[src/rtl/whack_scorer_pkg.sv]
// Shared definitions for the whack-a-mole scorer and light controller:
// state encodings, board size and light-position width.
package whack_scorer_pkg;

  localparam int NUM_LIGHTS  = 9;
  localparam int LIGHT_POS_W = 4;

  typedef enum logic [2:0] {
    S_IDLE    = 3'd0,
    S_ARMED   = 3'd1,
    S_HIT     = 3'd2,
    S_MISS    = 3'd3,
    S_LOCKOUT = 3'd4,
    S_OVER    = 3'd5
  } state_e;

  function automatic logic [NUM_LIGHTS-1:0] pos_mask(
    input logic [LIGHT_POS_W-1:0] pos
  );
    return NUM_LIGHTS'(1) << pos;
  endfunction

endpackage

[src/rtl/whack_scorer_if.sv]
// Board/scorer bundle: buttons and lights in, score and strobes out.
// master drives the board side, slave is the scorer.
interface whack_scorer_if #(
  parameter int SCORE_W = 8,
  parameter int MISS_W  = 4
);
  import whack_scorer_pkg::*;

  logic [NUM_LIGHTS-1:0]  buttons;
  logic [NUM_LIGHTS-1:0]  lights;
  logic [LIGHT_POS_W-1:0] light_pos;
  logic                   game_en;
  logic [SCORE_W-1:0]     score;
  logic [MISS_W-1:0]      misses;
  logic                   hit_pulse;
  logic                   miss_pulse;
  logic                   game_over;

  modport master (
    output buttons, lights, light_pos, game_en,
    input  score, misses, hit_pulse, miss_pulse, game_over
  );

  modport slave (
    input  buttons, lights, light_pos, game_en,
    output score, misses, hit_pulse, miss_pulse, game_over
  );

endinterface

[src/rtl/whack_scorer_button_sync.sv]
// N-bit two-flop synchroniser followed by a rising-edge detector.
// press is high for one cycle per synchronised 0->1 transition.
module button_sync #(
  parameter int N = 9
) (
  input  logic         clk,
  input  logic         reset,
  input  logic [N-1:0] in,
  output logic [N-1:0] press
);

  logic [N-1:0] meta;
  logic [N-1:0] sync;
  logic [N-1:0] sync_d;

  always_ff @(posedge clk or negedge reset) begin
    if (!reset) begin
      meta   <= '0;
      sync   <= '0;
      sync_d <= '0;
    end else begin
      meta   <= in;
      sync   <= meta;
      sync_d <= sync;
    end
  end

  assign press = sync & ~sync_d;

endmodule

[src/rtl/whack_scorer.sv]
// Mole hit/miss classifier with saturating score, miss count, game over.
// Optional: WHACK_IDLE_PENALTY_EN turns presses between moles into misses.
module whack_scorer
  import whack_scorer_pkg::*;
#(
  parameter int SCORE_W    = 8,
  parameter int MISS_W     = 4,
  parameter int MAX_MISSES = 3
) (
  input logic           clk,
  input logic           reset,
  whack_scorer_if.slave bus
);

  localparam logic [SCORE_W-1:0] SCORE_MAX = '1;
  localparam logic [MISS_W-1:0]  MISS_LIM  = MISS_W'(MAX_MISSES);

  logic [NUM_LIGHTS-1:0] press;

  state_e                state_q, state_n;
  logic [NUM_LIGHTS-1:0] tgt_q, tgt_n;
  logic [SCORE_W-1:0]    score_q, score_n;
  logic [MISS_W-1:0]     miss_q, miss_n;
  logic [MISS_W-1:0]     miss_inc;
  logic                  hit_q, hit_n;
  logic                  missp_q, missp_n;
  logic                  over_q, over_n;
  logic                  lights_on;
  logic                  wrong;
  logic                  right;

  button_sync #(
    .N(NUM_LIGHTS)
  ) u_sync (
    .clk  (clk),
    .reset(reset),
    .in   (bus.buttons),
    .press(press)
  );

  assign lights_on = |bus.lights;
  assign wrong     = |(press & ~tgt_q);
  assign right     = |(press & tgt_q);
  assign miss_inc  = miss_q + 1'b1;

  always_ff @(posedge clk or negedge reset) begin
    if (!reset) begin
      state_q <= S_IDLE;
      tgt_q   <= '0;
      score_q <= '0;
      miss_q  <= '0;
      hit_q   <= 1'b0;
      missp_q <= 1'b0;
      over_q  <= 1'b0;
    end else begin
      state_q <= state_n;
      tgt_q   <= tgt_n;
      score_q <= score_n;
      miss_q  <= miss_n;
      hit_q   <= hit_n;
      missp_q <= missp_n;
      over_q  <= over_n;
    end
  end

  always_comb begin
    state_n = state_q;
    tgt_n   = tgt_q;
    score_n = score_q;
    miss_n  = miss_q;
    hit_n   = 1'b0;
    missp_n = 1'b0;
    over_n  = over_q;
    if (state_q == S_OVER) begin
      over_n = 1'b1;
    end else if (!bus.game_en) begin
      state_n = S_IDLE;
    end else begin
      unique case (state_q)
        S_IDLE: begin
          // A mole appearing wins over a coincident press.
          if (lights_on) begin
            tgt_n   = pos_mask(bus.light_pos);
            state_n = S_ARMED;
          end
`ifdef WHACK_IDLE_PENALTY_EN
          else if (|press) begin
            state_n = S_MISS;
          end
`endif
        end
        S_ARMED: begin
          if (wrong)           state_n = S_MISS;
          else if (right)      state_n = S_HIT;
          else if (!lights_on) state_n = S_MISS;
        end
        S_HIT: begin
          if (score_q != SCORE_MAX) score_n = score_q + 1'b1;
          hit_n   = 1'b1;
          state_n = S_LOCKOUT;
        end
        S_MISS: begin
          miss_n  = miss_inc;
          missp_n = 1'b1;
          if (miss_inc == MISS_LIM) begin
            over_n  = 1'b1;
            state_n = S_OVER;
          end else begin
            state_n = S_LOCKOUT;
          end
        end
        S_LOCKOUT: begin
          if (!lights_on) state_n = S_IDLE;
        end
        default: state_n = S_IDLE;
      endcase
    end
  end

  assign bus.score      = score_q;
  assign bus.misses     = miss_q;
  assign bus.hit_pulse  = hit_q;
  assign bus.miss_pulse = missp_q;
  assign bus.game_over  = over_q;

endmodule

[src/flat_wrapper.sv]
// flat-port wrapper written by rule: the top's interface ports become plain ports
module whack_scorer_flat import whack_scorer_pkg::*;
#(
  parameter int SCORE_W    = 8,
  parameter int MISS_W     = 4,
  parameter int MAX_MISSES = 3
)
  (clk, reset, bus_buttons, bus_lights, bus_light_pos, bus_game_en, bus_score, bus_misses, bus_hit_pulse, bus_miss_pulse, bus_game_over);
  whack_scorer_if #(.SCORE_W(SCORE_W), .MISS_W(MISS_W)) bus_i ();
  input logic clk;
  input logic reset;
  input wire logic [$bits(bus_i.buttons)-1:0] bus_buttons;
  input wire logic [$bits(bus_i.lights)-1:0] bus_lights;
  input wire logic [$bits(bus_i.light_pos)-1:0] bus_light_pos;
  input wire logic [$bits(bus_i.game_en)-1:0] bus_game_en;
  output wire logic [$bits(bus_i.score)-1:0] bus_score;
  output wire logic [$bits(bus_i.misses)-1:0] bus_misses;
  output wire logic [$bits(bus_i.hit_pulse)-1:0] bus_hit_pulse;
  output wire logic [$bits(bus_i.miss_pulse)-1:0] bus_miss_pulse;
  output wire logic [$bits(bus_i.game_over)-1:0] bus_game_over;
  assign bus_i.buttons = bus_buttons;
  assign bus_i.lights = bus_lights;
  assign bus_i.light_pos = bus_light_pos;
  assign bus_i.game_en = bus_game_en;
  assign bus_score = bus_i.score;
  assign bus_misses = bus_i.misses;
  assign bus_hit_pulse = bus_i.hit_pulse;
  assign bus_miss_pulse = bus_i.miss_pulse;
  assign bus_game_over = bus_i.game_over;
  whack_scorer #(.SCORE_W(SCORE_W), .MISS_W(MISS_W), .MAX_MISSES(MAX_MISSES)) u_core (.clk(clk), .reset(reset), .bus(bus_i));
endmodule
[config.mk]
export PLATFORM = sky130hd
export DESIGN_NAME = whack_scorer_flat
export DESIGN_NICKNAME = d
export VERILOG_FILES = /design/src/rtl/whack_scorer_pkg.sv /design/src/rtl/whack_scorer_if.sv /design/src/rtl/whack_scorer_button_sync.sv /design/src/rtl/whack_scorer.sv /design/src/flat_wrapper.sv
export SDC_FILE = /design/constraint.sdc
export NUM_CORES = 1
export LEC_CHECK = 0
export ABC_AREA = 1
export CORE_ASPECT_RATIO = 1.25
export CORE_MARGIN = 4
export CORE_UTILIZATION = 51
export DETAILED_ROUTE_END_ITERATION = 8
export PLACE_DENSITY = 0.78
export SYNTH_ARGS = -nofsm -noshare
export SYNTH_HDL_FRONTEND = slang
export SYNTH_SLANG_ARGS = --single-unit
export TNS_END_PERCENT = 20
[constraint.sdc]
create_clock -name clk -period 2.28 [get_ports clk]
set_clock_uncertainty 0.15 [all_clocks]
set_input_delay 0.456 -clock clk [delete_from_list [all_inputs] [get_ports clk]]
set_output_delay 0.456 -clock clk [all_outputs]
set_load 0.005 [all_outputs]
==> Yosys cells after proc, flatten, opt, wreduce, memory -nomap -nowiden <==
Cells that the tools add are included.
{ "classes": {"n_shift": 1, "muxes": 18, "n_eq_ne": 10, "n_addsub": 2, "n_reduce_logical": 12, "bitwise": 6} }
{ "op_table": {"columns": ["cell", "n"], "rows": [
  ["bitwise AND 9 bit", 3],
  ["OR reduction 9 bit", 3],
  ["2-to-1 mux 3 bit", 6],
  ["NOT 9 bit", 2],
  ["one-hot mux 3 bit (5 select lines)", 1],
  ["AND reduction 4 bit", 3],
  ["2-to-1 mux 1 bit", 11],
  ["<< shifter 1 x 4 -> 9 bit (first input constant)", 1],
  ["adder 8 x 1 -> 8 bit (second input constant)", 1],
  ["inequality test 8 bit (second input constant)", 1],
  ["equality test 3 x 2 -> 1 bit (second input constant)", 2],
  ["equality test 3 bit (second input constant)", 2],
  ["AND reduction 3 bit", 2],
  ["nonzero test 2 bit", 3],
  ["inequality test 5 bit (second input constant)", 1],
  ["adder 4 x 1 -> 4 bit (second input constant)", 1],
  ["equality test 4 x 2 -> 1 bit (second input constant)", 1],
  ["equality test 3 x 1 -> 1 bit (second input constant)", 1],
  ["zero test 3 bit", 1],
  ["inequality test 3 x 2 -> 1 bit (second input constant)", 1],
  ["inequality test 3 bit (second input constant)", 1],
  ["NOT 1 bit", 1]
]} }
{ "word_totals": {"in_bits": 25, "output_inout_bits": 15, "register_bits": 54, "wordCells": 59} }

==> Logic depth before layout (Yosys ltp) <==
{ "depth": {"ltp_word": 8, "ltp_mapped": 11, "mapped_depth_nobuf": 11} }

==> By module <==
From an unflattened synthesis, not the netlist that was laid out.
{ "unflattened": {"cells_unflattened": 236, "area_unflattened_um2": 2253.4} }
{ "by_module_without_submodules": {"columns": ["module", "cells_each", "seq_area_each_um2", "area_each_um2", "instances"], "rows": [
  ["whack_scorer", 191, 675.6, 1487.7, 1],
  ["button_sync", 45, 675.6, 765.7, 1]
]} }

==> Least setup slack after synthesis <==
OpenSTA, ideal clock, no wires.
{ "synth_timing": {"path_kind": "flip-flop to flip-flop", "startpoint": "register u_core.score_q[0], in the netlist u_core.bus.score[0]", "endpoint": "register u_core.score_q[4], in the netlist u_core.bus.score[4]", "slack_ns": 0.621, "period_less_slack_ns": 1.659, "stages_incl_launch_ff": 8, "required_time_ns": 2.008, "arrival_ns": 1.386, "setup_time_ns": 0.122, "n_path_buf": 0, "cell_sequence": "dfrtp_1 ha_1 nand3_1 nor3b_2 nand3_1 nand2_4 or2_1 xor2_1"} }
{ "synth_between": {"elab_chain_cells": 2, "elab_cells_between_ends": 3, "cone_classes": "1 x add/sub; 1 x eq/ne; 1 x reduce/logical"} }
{ "synth_rtl": {"columns": ["element", "line_no", "text"], "rows": [
  ["start, declared", "whack_scorer.sv:22", "logic [SCORE_W-1:0] score_q, score_n;"],
  ["start signal, assigned", "whack_scorer.sv:58", "score_q <= score_n;"],
  ["branches (longest 2 deep; another with adder 8 x 1 -> 8 bit)", null, null]
]} }
Several ways; the timed one is not identified.
A chain may end at the register's enable or synchronous reset.

==> Final worst setup path <==
{ "layout_timing": {"startpoint": "register u_core.score_q[1], in the netlist u_core.bus.score[1]", "endpoint": "register u_core.score_q[4], in the netlist u_core.bus.score[4]"} }
Same word-level chain as after synthesis.

==> results by group <==
Logic synthesis
  – Average size of a mapped cell: 9.674 um^2
  – Simple-gate share of the synthesized area: 24.52%
  – Multiplexer share of the synthesized area: 0%
  – Top cells by area, synth: dfrtp_1 (60%), nand3_1 (8.5%), inv_1 (5.9%)
  – Largest family of logic cells by synthesized area: simple AND/OR/NAND/NOR gates
  – Synth Register Bits: 54
  – Mapped cell area: 2235 um^2
  – Synth cell types: 21
  – Post-Synth Adder-Cell Area: 1.680%
  – Post-Synth XOR/XNOR Area: 3.919%
  – Share of the synthesized area in the top cell type: 60.47%
  – Syn Nets: 259
  – Cell count after synthesis: 231
  – Synth Area in Compound Gates: 3.135%
  – Leading area contributor after synthesis: dfrtp_1
  – Seq/Total Area, Yosys: 60.47%
  – Number of synthesis warnings: 0

Clocking
  – Clock buffer count from CTS: 5
  – CTS Root Cell: clkbuf_8
  – Clock Sinks: 54
  – Hold Buf Count CTS: 0
  – Post-CTS setup buffer count: 0
  – Clock Tree Buf Depth: 2
  – Skew-Pair Late Insertion Delay: 0.30 ns
  – CTS tree: done
  – H-tree levels: 2
  – Clock Pin Slew Worst Setup and Hold Paths: 0.09 ns
  – Post-CTS sizing: 0

GRT
  – Grt total ovfl: 0
  – Global-route usage over all layers: 16.88%
  – Largest net degree at the start of global routing: 55
  – Vias in the first global route: 1633
  – First-pass GRT wire length: 6955 um
  – Antenna violations before repair: 0

Floorplanning
  – Die area: 5511 um^2
  – Die Ht: 82.01 um
  – Cell Rows: 26
  – Area of the core: 4164 um^2
  – Die X: 67.21 um
  – IO Count: 40
  – Initial Utilization: 53.67%

Cells and area
  – Commonest non-fill, non-tap cell in the layout: dfrtp_1
  – Post-route cell area: 2850 um^2
  – Synthesis-to-layout area growth: 27.55%
  – Commonest non-fill, non-tap cells in the layout: dfrtp_1 (54), nand3_1 (38), clkdlybuf4s50_1 (38), inv_1 (35), nand2_1 (32)
  – Diodes inserted: 0
  – # fillers: 340
  – Sequential standard cell area: 1351 um^2
  – Nets: 307
  – Core Util, Final: 68.45%
  – Area occupied by multi-input gates: 743.2 um^2
  – Finished Layout Cells: 336
  – Layout cells sized above 1: 6.071%

Drt
  – Routed wire per std cell: 11.82 um
  – Final ANT Viol Nets: 0
  – Drt pass-1 iters: 4
  – Vias/cell: 4.911
  – DR vias: 1650
  – Drt total wl: 3973 um
  – Post-route DRC: 0
  – Initial DRC Count: 84

STA
  – Final hold violation count: 0
  – Tcrit/Tclk final: 84.58%
  – Fin. max-slew vios: 0
  – Post-route setup slack: 0.3516 ns
  – Setup TNS: 0 ns
  – Setup violations, final: 0
  – WHS: 0.1054 ns
  – RSZ-0062 raised after global routing: false
  – Crit path time final: 1.928 ns
  – Worst rel slew slack: 57.04%
  – Max Clk Rate: 518.6 MHz
  – Worst Tran Pin Value: 0.6444 ns

Critical path
  – Flop-to-flop setup slack: 0.35 ns
  – Maximum fanout along the worst path: 7
  – CP max stage cell: dfrtp_1
  – Startpoint types: flip-flop
  – Worst reg2reg path depth: 7
  – WP data arrival: 2.01 ns
  – RR Startpoint: u_core.bus.score[1]
  – Crit-path max cell delay: 0.41 ns
  – RR Endpoint: u_core.bus.score[4]
  – Required time worst endpoint: 2.36 ns
  – Most common cell on crit path: nand3_1
  – CP endpoint kind: flip-flop
  – Kind of critical path: flip-flop to flip-flop
  – Crit-path cells: ha_1 -> nand3_1 -> nor3b_2 -> nand3_1 -> nand2_4 -> or2_1 -> xor2_1

Run
  – Max_cap viols: 0

Placed design
  – Placed instance area: 2708 um^2
  – PortBufs: 39
  – Place WS: 0.1294 ns
  – DP HPWL: 2984 um
  – Placer congestion estimate: 0.8839
  – Total placed cells including tap cells: 328

Pwr
  – PwrDens: 911.3 nW/um^2
  – P_leak: 1.345 nW
  – Final Total Pwr: 2.597 mW
  – Peak VDD IR: 0.4613 mV

Worst hold path
  – Min-Delay Path Class: primary input to asynchronous set/reset pin

Run status
  – Status: finished, final reports clean
-- cell type report --
type | instances | area share (%)
clock buffers | 6 | 2.897
clock inverters | 2 | 2.107
inverters | 36 | 4.741
multi-input cells | 140 | 26.08
flip-flops and latches | 54 | 47.41
well taps | 56 | 2.458
repair buffers | 42 | 14.31
-- routing by layer --
metal | GRT usage (%) | share of wire, %
met5 | 0 | 0
met4 | 8.722 | 2.3
met3 | 4.241 | 5.3
met2 | 28.52 | 51
met1 | 19.64 | 41
-- worst max-delay path, delay by kind of cell, from the launching register on --
kind / cells / cell delay, ns
adder cells (fa/ha/maj): 1 / 0.18
flip-flops: 1 / 0.41
AND/OR/NAND/NOR: 5 / 0.98
XOR/XNOR: 1 / 0.13
-- synth_stat cells, drive strengths merged --
cell type and number:
a21oi 1, buf 1, dfrtp 54, ha 3, inv 36, nand2 33, nand3 38, nand3b 2
nand4 7, nor2 24, nor3 4, nor3b 3, nor4 1, o21ai 13, or2 1, xnor2 4
xor2 6
-- cells by family after synthesis --
family	after synthesis
adders and majority gates	3
and+or+nand+nor	113
xor gates and xnor gates	10
AOI/OAI and AO/OA	14
buffers and inverters	37
DFF	54
-- power breakdown --
group,total (mW),leakage [nW],internal [mW],switching [mW]
combinational,0.608,0.609,0.309,0.299
sequential,1.23,0.665,1.10,0.136
clock,0.759,0.0714,0.468,0.291
-- registers in the layout, indices dropped and copies added (netlist names) --
register and flops:
u_core.tgt_q 9, u_core.bus.misses 4, u_core.bus.score 8, u_core.u_sync.meta 9, u_core.state_q 3, u_core.bus.hit_pulse 1, u_core.bus.miss_pulse 1, u_core.u_sync.sync 9
u_core.bus.game_over 1, u_core.u_sync.sync_d 9
-- worst max-delay path by stage --
stage	from	end	cells past startpoint
5_1_grt	u_core.bus.score[0]	u_core.bus.score[4]	7
6_report	u_core.bus.score[1]	u_core.bus.score[4]	7
3_5_place_dp	bus_game_en	u_core.bus.score[4]	6
3_3_place_gp	bus_game_en	u_core.bus.score[4]	6
4_1_cts	u_core.bus.score[1]	u_core.bus.score[4]	7
2_1_floorplan	u_core.bus.score[0]	u_core.bus.score[4]	7
No activity file was read; power rests on OpenSTA's default activity.
